## config.mk

```make
export PLATFORM = sky130hd
export DESIGN_NAME = pipe_mem_ctrl
export DESIGN_NICKNAME = d
export VERILOG_FILES = /design/src/rtl/pipe_mem_ctrl_pkg.sv /design/src/rtl/pipe_mem_ctrl_load_use_detect.sv /design/src/rtl/pipe_mem_ctrl.sv
export SDC_FILE = /design/constraint.sdc
export NUM_CORES = 1
export LEC_CHECK = 0
export ABC_AREA = 0
export CAP_MARGIN = 20
export CORE_UTILIZATION = 35
export CTS_CLUSTER_DIAMETER = 80
export DETAILED_ROUTE_END_ITERATION = 10
export HOLD_SLACK_MARGIN = 0.02
export PLACE_DENSITY = 0.69
export SLEW_MARGIN = 20
export SYNTH_ARGS = -nofsm -noshare
export SYNTH_HDL_FRONTEND = slang
export SYNTH_SLANG_ARGS = --single-unit
```

## constraint.sdc

```tcl
create_clock -name clk -period 1.7 [get_ports clk]
set_input_delay 0.51 -clock clk [delete_from_list [all_inputs] [get_ports clk]]
set_output_delay 0.51 -clock clk [all_outputs]
set_load 0.005 [all_outputs]
```

## src/rtl/pipe_mem_ctrl_pkg.sv

```systemverilog
// Shared types for the pipeline sequencer: state encoding, register address width
// and the stage-control vectors the top selects between each cycle.
package pipe_mem_ctrl_pkg;

  localparam int REG_ADDR_W       = 3;
  localparam int MEM_TIMEOUT_DEF  = 16;
  localparam int DRAIN_CYCLES_DEF = 2;

  typedef enum logic [2:0] {
    ST_IDLE   = 3'd0,
    ST_WAIT   = 3'd1,
    ST_DRAIN  = 3'd2,
    ST_HALTED = 3'd3,
    ST_ERR    = 3'd4
  } state_t;

  typedef struct packed {
    logic mem_en;
    logic pc_we;
    logic ifid_we;
    logic idex_we;
    logic exmem_we;
    logic memwb_we;
    logic ifid_flush;
    logic idex_bubble;
    logic memwb_bubble;
  } ctrl_t;

  // Field order: mem_en, pc/ifid/idex/exmem/memwb_we, ifid_flush, idex_bubble, memwb_bubble
  localparam ctrl_t CTRL_NOP   = ctrl_t'(9'b0_00000_000);
  localparam ctrl_t CTRL_RUN   = ctrl_t'(9'b0_11111_000);
  localparam ctrl_t CTRL_HOLD  = ctrl_t'(9'b0_00001_001);
  localparam ctrl_t CTRL_FLUSH = ctrl_t'(9'b0_11111_110);
  localparam ctrl_t CTRL_STALL = ctrl_t'(9'b0_00111_010);
  localparam ctrl_t CTRL_DRAIN = ctrl_t'(9'b0_00001_000);

endpackage

```

## src/rtl/pipe_mem_ctrl_load_use_detect.sv

```systemverilog
// Load-use hazard compare between the load in ID/EX and the sources decoded in ID.
// Purely combinational; one hazard bit out.
module load_use_detect
  import pipe_mem_ctrl_pkg::*;
(
  input  logic                  i_idex_mem_read,
  input  logic [REG_ADDR_W-1:0] i_idex_write_reg,
  input  logic [REG_ADDR_W-1:0] i_ifid_rs,
  input  logic [REG_ADDR_W-1:0] i_ifid_rt,
  input  logic                  i_ifid_rs_valid,
  input  logic                  i_ifid_rt_valid,
  output logic                  o_hazard
);

  logic w_rs_hit;
  logic w_rt_hit;

  assign w_rs_hit = i_ifid_rs_valid && (i_ifid_rs == i_idex_write_reg);
  assign w_rt_hit = i_ifid_rt_valid && (i_ifid_rt == i_idex_write_reg);
  assign o_hazard = i_idex_mem_read && (w_rs_hit || w_rt_hit);

endmodule

```

## src/rtl/pipe_mem_ctrl.sv

```systemverilog
// Pipeline sequencer: stage write enables, flushes and bubbles around memory holds,
// load-use stalls, taken branches and the post-HALT drain. Outputs decode from state + inputs.
module pipe_mem_ctrl
  import pipe_mem_ctrl_pkg::*;
#(
  parameter int MEM_TIMEOUT  = MEM_TIMEOUT_DEF,
  parameter int DRAIN_CYCLES = DRAIN_CYCLES_DEF
) (
  input  logic                  clk,
  input  logic                  rst,
  input  logic                  exmem_memRead,
  input  logic                  exmem_memWrite,
  input  logic                  exmem_halt,
  input  logic                  mem_done,
  input  logic                  idex_memRead,
  input  logic [REG_ADDR_W-1:0] idex_writeReg,
  input  logic [REG_ADDR_W-1:0] ifid_rs,
  input  logic [REG_ADDR_W-1:0] ifid_rt,
  input  logic                  ifid_rsValid,
  input  logic                  ifid_rtValid,
  input  logic                  branch_taken,
  output logic                  mem_en,
  output logic                  pc_we,
  output logic                  ifid_we,
  output logic                  idex_we,
  output logic                  exmem_we,
  output logic                  memwb_we,
  output logic                  ifid_flush,
  output logic                  idex_bubble,
  output logic                  memwb_bubble,
  output logic                  halt_done,
  output logic                  err
);

  localparam int TMO_W   = $clog2(MEM_TIMEOUT + 1);
  localparam int DRAIN_W = $clog2(DRAIN_CYCLES + 1);

  state_t             r_state;
  logic [TMO_W-1:0]   r_tmo_cnt;
  logic [DRAIN_W-1:0] r_drain_cnt;

  logic  w_hazard;
  logic  w_mem_op;
  logic  w_hold;
  ctrl_t w_ctrl;
  logic  w_halt_done;
  logic  w_err;

  load_use_detect u_load_use_detect (
    .i_idex_mem_read  (idex_memRead),
    .i_idex_write_reg (idex_writeReg),
    .i_ifid_rs        (ifid_rs),
    .i_ifid_rt        (ifid_rt),
    .i_ifid_rs_valid  (ifid_rsValid),
    .i_ifid_rt_valid  (ifid_rtValid),
    .o_hazard         (w_hazard)
  );

  assign w_mem_op = exmem_memRead || exmem_memWrite;
  // The access started in IDLE is tracked in WAIT, so WAIT ignores the op bits.
  assign w_hold   = ((r_state == ST_IDLE) && w_mem_op && !mem_done) ||
                    ((r_state == ST_WAIT) && !mem_done);

  always_comb begin
    w_ctrl      = CTRL_NOP;
    w_halt_done = 1'b0;
    w_err       = 1'b0;
    if (!rst) begin
      case (r_state)
        ST_IDLE, ST_WAIT: begin
          if (w_hold)            w_ctrl = CTRL_HOLD;
          else if (branch_taken) w_ctrl = CTRL_FLUSH;
          else if (w_hazard)     w_ctrl = CTRL_STALL;
          else                   w_ctrl = CTRL_RUN;
          w_ctrl.mem_en = (r_state == ST_IDLE) && w_mem_op;
        end
        ST_DRAIN: begin
          w_ctrl              = CTRL_DRAIN;
          w_ctrl.memwb_bubble = (r_drain_cnt != '0);
        end
        ST_HALTED: w_halt_done = 1'b1;
        ST_ERR:    w_err       = 1'b1;
        default:   w_ctrl      = CTRL_NOP;
      endcase
    end
  end

  always_ff @(posedge clk) begin
    if (rst) begin
      r_state     <= ST_IDLE;
      r_tmo_cnt   <= '0;
      r_drain_cnt <= '0;
    end else begin
      case (r_state)
        ST_IDLE: begin
          if (w_mem_op && !mem_done) begin
            r_state   <= ST_WAIT;
            r_tmo_cnt <= '0;
          end else if (exmem_halt) begin
            r_state     <= ST_DRAIN;
            r_drain_cnt <= '0;
          end
        end
        ST_WAIT: begin
          if (mem_done)                                r_state <= ST_IDLE;
          else if (r_tmo_cnt == TMO_W'(MEM_TIMEOUT - 1)) r_state <= ST_ERR;
          r_tmo_cnt <= r_tmo_cnt + TMO_W'(1);
        end
        ST_DRAIN: begin
          if (r_drain_cnt == DRAIN_W'(DRAIN_CYCLES - 1)) r_state <= ST_HALTED;
          r_drain_cnt <= r_drain_cnt + DRAIN_W'(1);
        end
        ST_HALTED: r_state <= ST_HALTED;
        ST_ERR:    r_state <= ST_ERR;
        default:   r_state <= ST_IDLE;
      endcase
    end
  end

  assign mem_en       = w_ctrl.mem_en;
  assign pc_we        = w_ctrl.pc_we;
  assign ifid_we      = w_ctrl.ifid_we;
  assign idex_we      = w_ctrl.idex_we;
  assign exmem_we     = w_ctrl.exmem_we;
  assign memwb_we     = w_ctrl.memwb_we;
  assign ifid_flush   = w_ctrl.ifid_flush;
  assign idex_bubble  = w_ctrl.idex_bubble;
  assign memwb_bubble = w_ctrl.memwb_bubble;
  assign halt_done    = w_halt_done;
  assign err          = w_err;

endmodule

```

==> results.tsv <==
stage	metric	value	unit
placed_design	Final Wtd Congestion	0.841	
route	Vias/cell	5.19	
timing	Highest Clock Rate	0.497	GHz
die	area of the die	2330	sq um
route	Starting DRT DRC Count	8	
power_and_ir_drop	Comb pwr share	38.8	%
cts	CTS Root Cell	clkbuf_4	
grt	largest net degree at the start of global routing	16	
cts	CTS max path bufs	2	
synthesis	sequential share of the synthesized area	26.7	%
cts	clock latency at the later pin of the worst-skew pair	0.27	ns
timing	Hold Slack	0.479	ns
grt	GRT Resource Usage Total	18.6	%
synthesis	Syn Area/Cell	8.34	sq um
worst_hold_path	Hold/Removal Path Class	reg2reg	
finish	Fillers	171	
synthesis	Async SR Flop Fraction	0	%
synthesis	Synth cell types	34	
critical_path	Critical Path Fanout Max	3	
cts	CTS Hold Buffers Added	0	
power_and_ir_drop	sw frac	30.7	%
finish	design area	1290	sq um
grt	number of global-route vias before repair	835	
synthesis	Gate Count Post-Synth	90	
timing	Final Critical Period	2.01	ns
placed_design	Setup WS pre-CTS	-1.09	ns
power_and_ir_drop	clock share of power	23.7	%
worst_hold_path	hold_sp	r_drain_cnt[1]$_SDFFE_PP0P_	
die	Die Y	48.3	microns
power_and_ir_drop	Static Leak	0.554	nW
synthesis	YS warnings	0	
power_and_ir_drop	Flop pwr share	37.5	%
finish	# nets final	165	
timing	fin crit share	118	%
timing	# setup viols final	9	
cts	CTS tree	done	
timing	RSZ-0062 raised after global routing	true	
finish	synthesis-to-layout area growth	71.3	%
timing	Final Hold Vio Count	0	
synthesis	Synth Flop Type	dfxtp_1	
power_and_ir_drop	power after layout	0.681	mW
critical_path	Worst EP required	1.19	ns
outcome	outcome	finished, violations left	
synthesis	flops & latches, synth	10	
timing	relative slew slack	82.3	%
timing	Pins Over Slew Limit	0	
critical_path	R2R cell count	6	
synthesis	EDFF count, synth	0	
finish	Sequential Area	210	sq um
cts	clock-pin slew on the worst setup and hold paths	0.07	ns
cts	Clock Sinks	10	
route	DR WL met3	149	microns
route	Routed WL per cell	12.6	microns
route	vias	867	
placed_design	post-placement cell area	1170	sq um
critical_path	crit path DAT	1.50	ns
placed_design	PortBufs	29	
power_and_ir_drop	Pwr Density	530	nW/um^2
route	DRC viols	0	
cts	clock buffer count from CTS	3	
critical_path	Setup crit end kind	output port	
die	I/O Pins	30	
grt	first-pass GRT wire length	3450	microns
grt	grt total ovfl	0	
route	DR WL met2	1060	microns
critical_path	Worst Setup SP	exmem_memRead	
synthesis	syn nets	113	
route	TritonRoute pass-1 iters	4	
route	Post-Route WL	2110	microns
finish	share of cells above drive strength 1	47.9	%
power_and_ir_drop	Internal Power	0.472	mW
critical_path	FF-to-FF Start	r_state[2]$_SDFFE_PP0P_	
die	row cnt	16	
critical_path	Setup crit start kind	input pin	
finish	n_diodes	0	
timing	fin worst setup slack	-0.312	ns
timing	clk_skew	0.00893	ns
route	top layer in use	met4	
worst_hold_path	WHS Path Cells	2	
route	antenna viol nets, final	0	
die	Initial Util	37.9	%
critical_path	CP Class	in2out	
synthesis	Syn Std Cell Area	751	sq um
power_and_ir_drop	Psw	0.209	mW
finish	Multi-input gate area	578	sq um
timing	Slew @ Worst Pin	0.262	ns
placed_design	DP HPWL	1460	microns
die	Core Area	1980	sq um
flow_run	total of max-cap violations	0	
power_and_ir_drop	VDD IR-drop max	0.495	mV
outcome	failing checks	setup timing	
cts	htree depth	1	
route	M1 WL	876	microns
grt	initial antenna violation count	0	
die	Die X	48.3	microns
==> through the flow <==
step                      utilization (%)  TNS (ns)  instances
after floorplan                         -    -0.125         90
after global placement               58.9    -11.93        155
after detailed placement             58.9    -12.19        155
after CTS                            63.1     -1.87        165
after global routing                 64.9     -2.19        167
final                                64.9     -1.72        167
==> cell type report <==
cell class / instances / share of cell area [%]
timing repair buffer: 54 / 32.9
inverter: 5 / 1.46
clock buffer: 3 / 1.75
tap: 27 / 2.63
sequential: 10 / 16.3
multi-input combinational: 68 / 44.9
==> cells by family (layout without fill, tap and decap cells) <==
group                      Yosys count  in the layout  synth area share [%]
adders and majority gates            4              4                  6.67
AOI/OAI and AO/OA                   24             24                  23.5
muxes                                1              1                  1.50
xor gates and xnor gates             6              6                  7.00
DFF                                 10             10                  26.7
buffers and inverters               12             62                  7.50
and+or+nand+nor                     33             33                  27.2
==> flip-flops by register name, indices dropped and copies added, names as in the netlist <==
name / cells
r_drain_cnt: 2
r_state: 3
r_tmo_cnt: 5
==> power by group through the flow <==
stage | Sequential, mW | Combinational, mW | Clock [mW]
finish | 0.255 | 0.264 | 0.162
global route | 0.256 | 0.284 | 0.176
CTS | 0.256 | 0.251 | 0.163
detailed placement | 0.262 | 0.235 | 0
global placement | 0.261 | 0.232 | 0
floorplan | 0.258 | 0.110 | 0
==> cells in the mapped netlist, types with 2 or more instances <==
| cell | instances | area share [%] |
|---|---|---|
| buf_2 | 3 | 2.0 |
| buf_4 | 2 | 2.0 |
| nor3_1 | 4 | 2.7 |
| o21a_1 | 2 | 2.0 |
| nor2_1 | 10 | 5.0 |
| and3_1 | 2 | 1.7 |
| nand4_1 | 2 | 1.7 |
| inv_1 | 4 | 2.0 |
| o21ai_0 | 3 | 2.0 |
| ha_1 | 4 | 6.7 |
| nor4b_1 | 3 | 3.5 |
| o31ai_1 | 3 | 3.0 |
| nor3_2 | 2 | 2.7 |
| nand3_1 | 3 | 2.0 |
| dfxtp_1 | 10 | 27 |
| xnor2_1 | 6 | 7.0 |
| a21boi_1 | 2 | 2.0 |
| nand2_1 | 2 | 1.0 |
| a21oi_1 | 7 | 4.7 |
| clkbuf_1 | 2 | 1.0 |
==> layout by cell type, fill, tap and decap left out, types with 4 or more instances in the layout <==
| master | synthesis | final |
|---|---|---|
| buf_4 | 2 | 24 |
| buf_2 | 3 | 9 |
| nor2_1 | 10 | 7 |
| a21oi_1 | 7 | 7 |
| clkdlybuf4s15_1 | 0 | 7 |
| xnor2_1 | 6 | 6 |
| dfxtp_1 | 10 | 6 |
| buf_6 | 0 | 5 |
| inv_1 | 4 | 4 |
| ha_1 | 4 | 4 |
==> worst max-delay path, stage by stage <==
cell	delay, ns
buf_6	0.10
nor3_4	0.20
nor2_2	0.08
nor4_4	0.15
buf_4	0.16
buf_4	0.09
o21a_1	0.10
buf_2	0.10
==> layer usage <==
| metal | vias up | GRT usage, % |
|---|---|---|
| li1 | 427 | - |
| met1 | 407 | 21.8 |
| met2 | 30 | 33.1 |
| met3 | 3 | 4.40 |
| met4 | 0 | 5.88 |
| met5 | - | 0 |
==> worst paths after layout <==
kind | slack (ns) | end
setup reg to reg | 0.30 | r_tmo_cnt[4]$_SDFFE_PP0P_
setup / recovery | -0.31 | idex_bubble
hold / removal | 0.48 | r_drain_cnt[1]$_SDFFE_PP0P_
hold reg to reg | 0.48 | r_drain_cnt[1]$_SDFFE_PP0P_
==> timing repair <==
| item | in CTS | in global routing |
|---|---|---|
| pin swaps | 16 | 15 |
| endpoints found under the setup margin | 15 | 10 |
| setup buffers | 9 | 4 |
| resized for setup | 87 | 19 |
| endpoints found under the hold margin | 0 | 0 |
| gates cloned | 0 | 0 |
(Power assumes the default switching activity.)
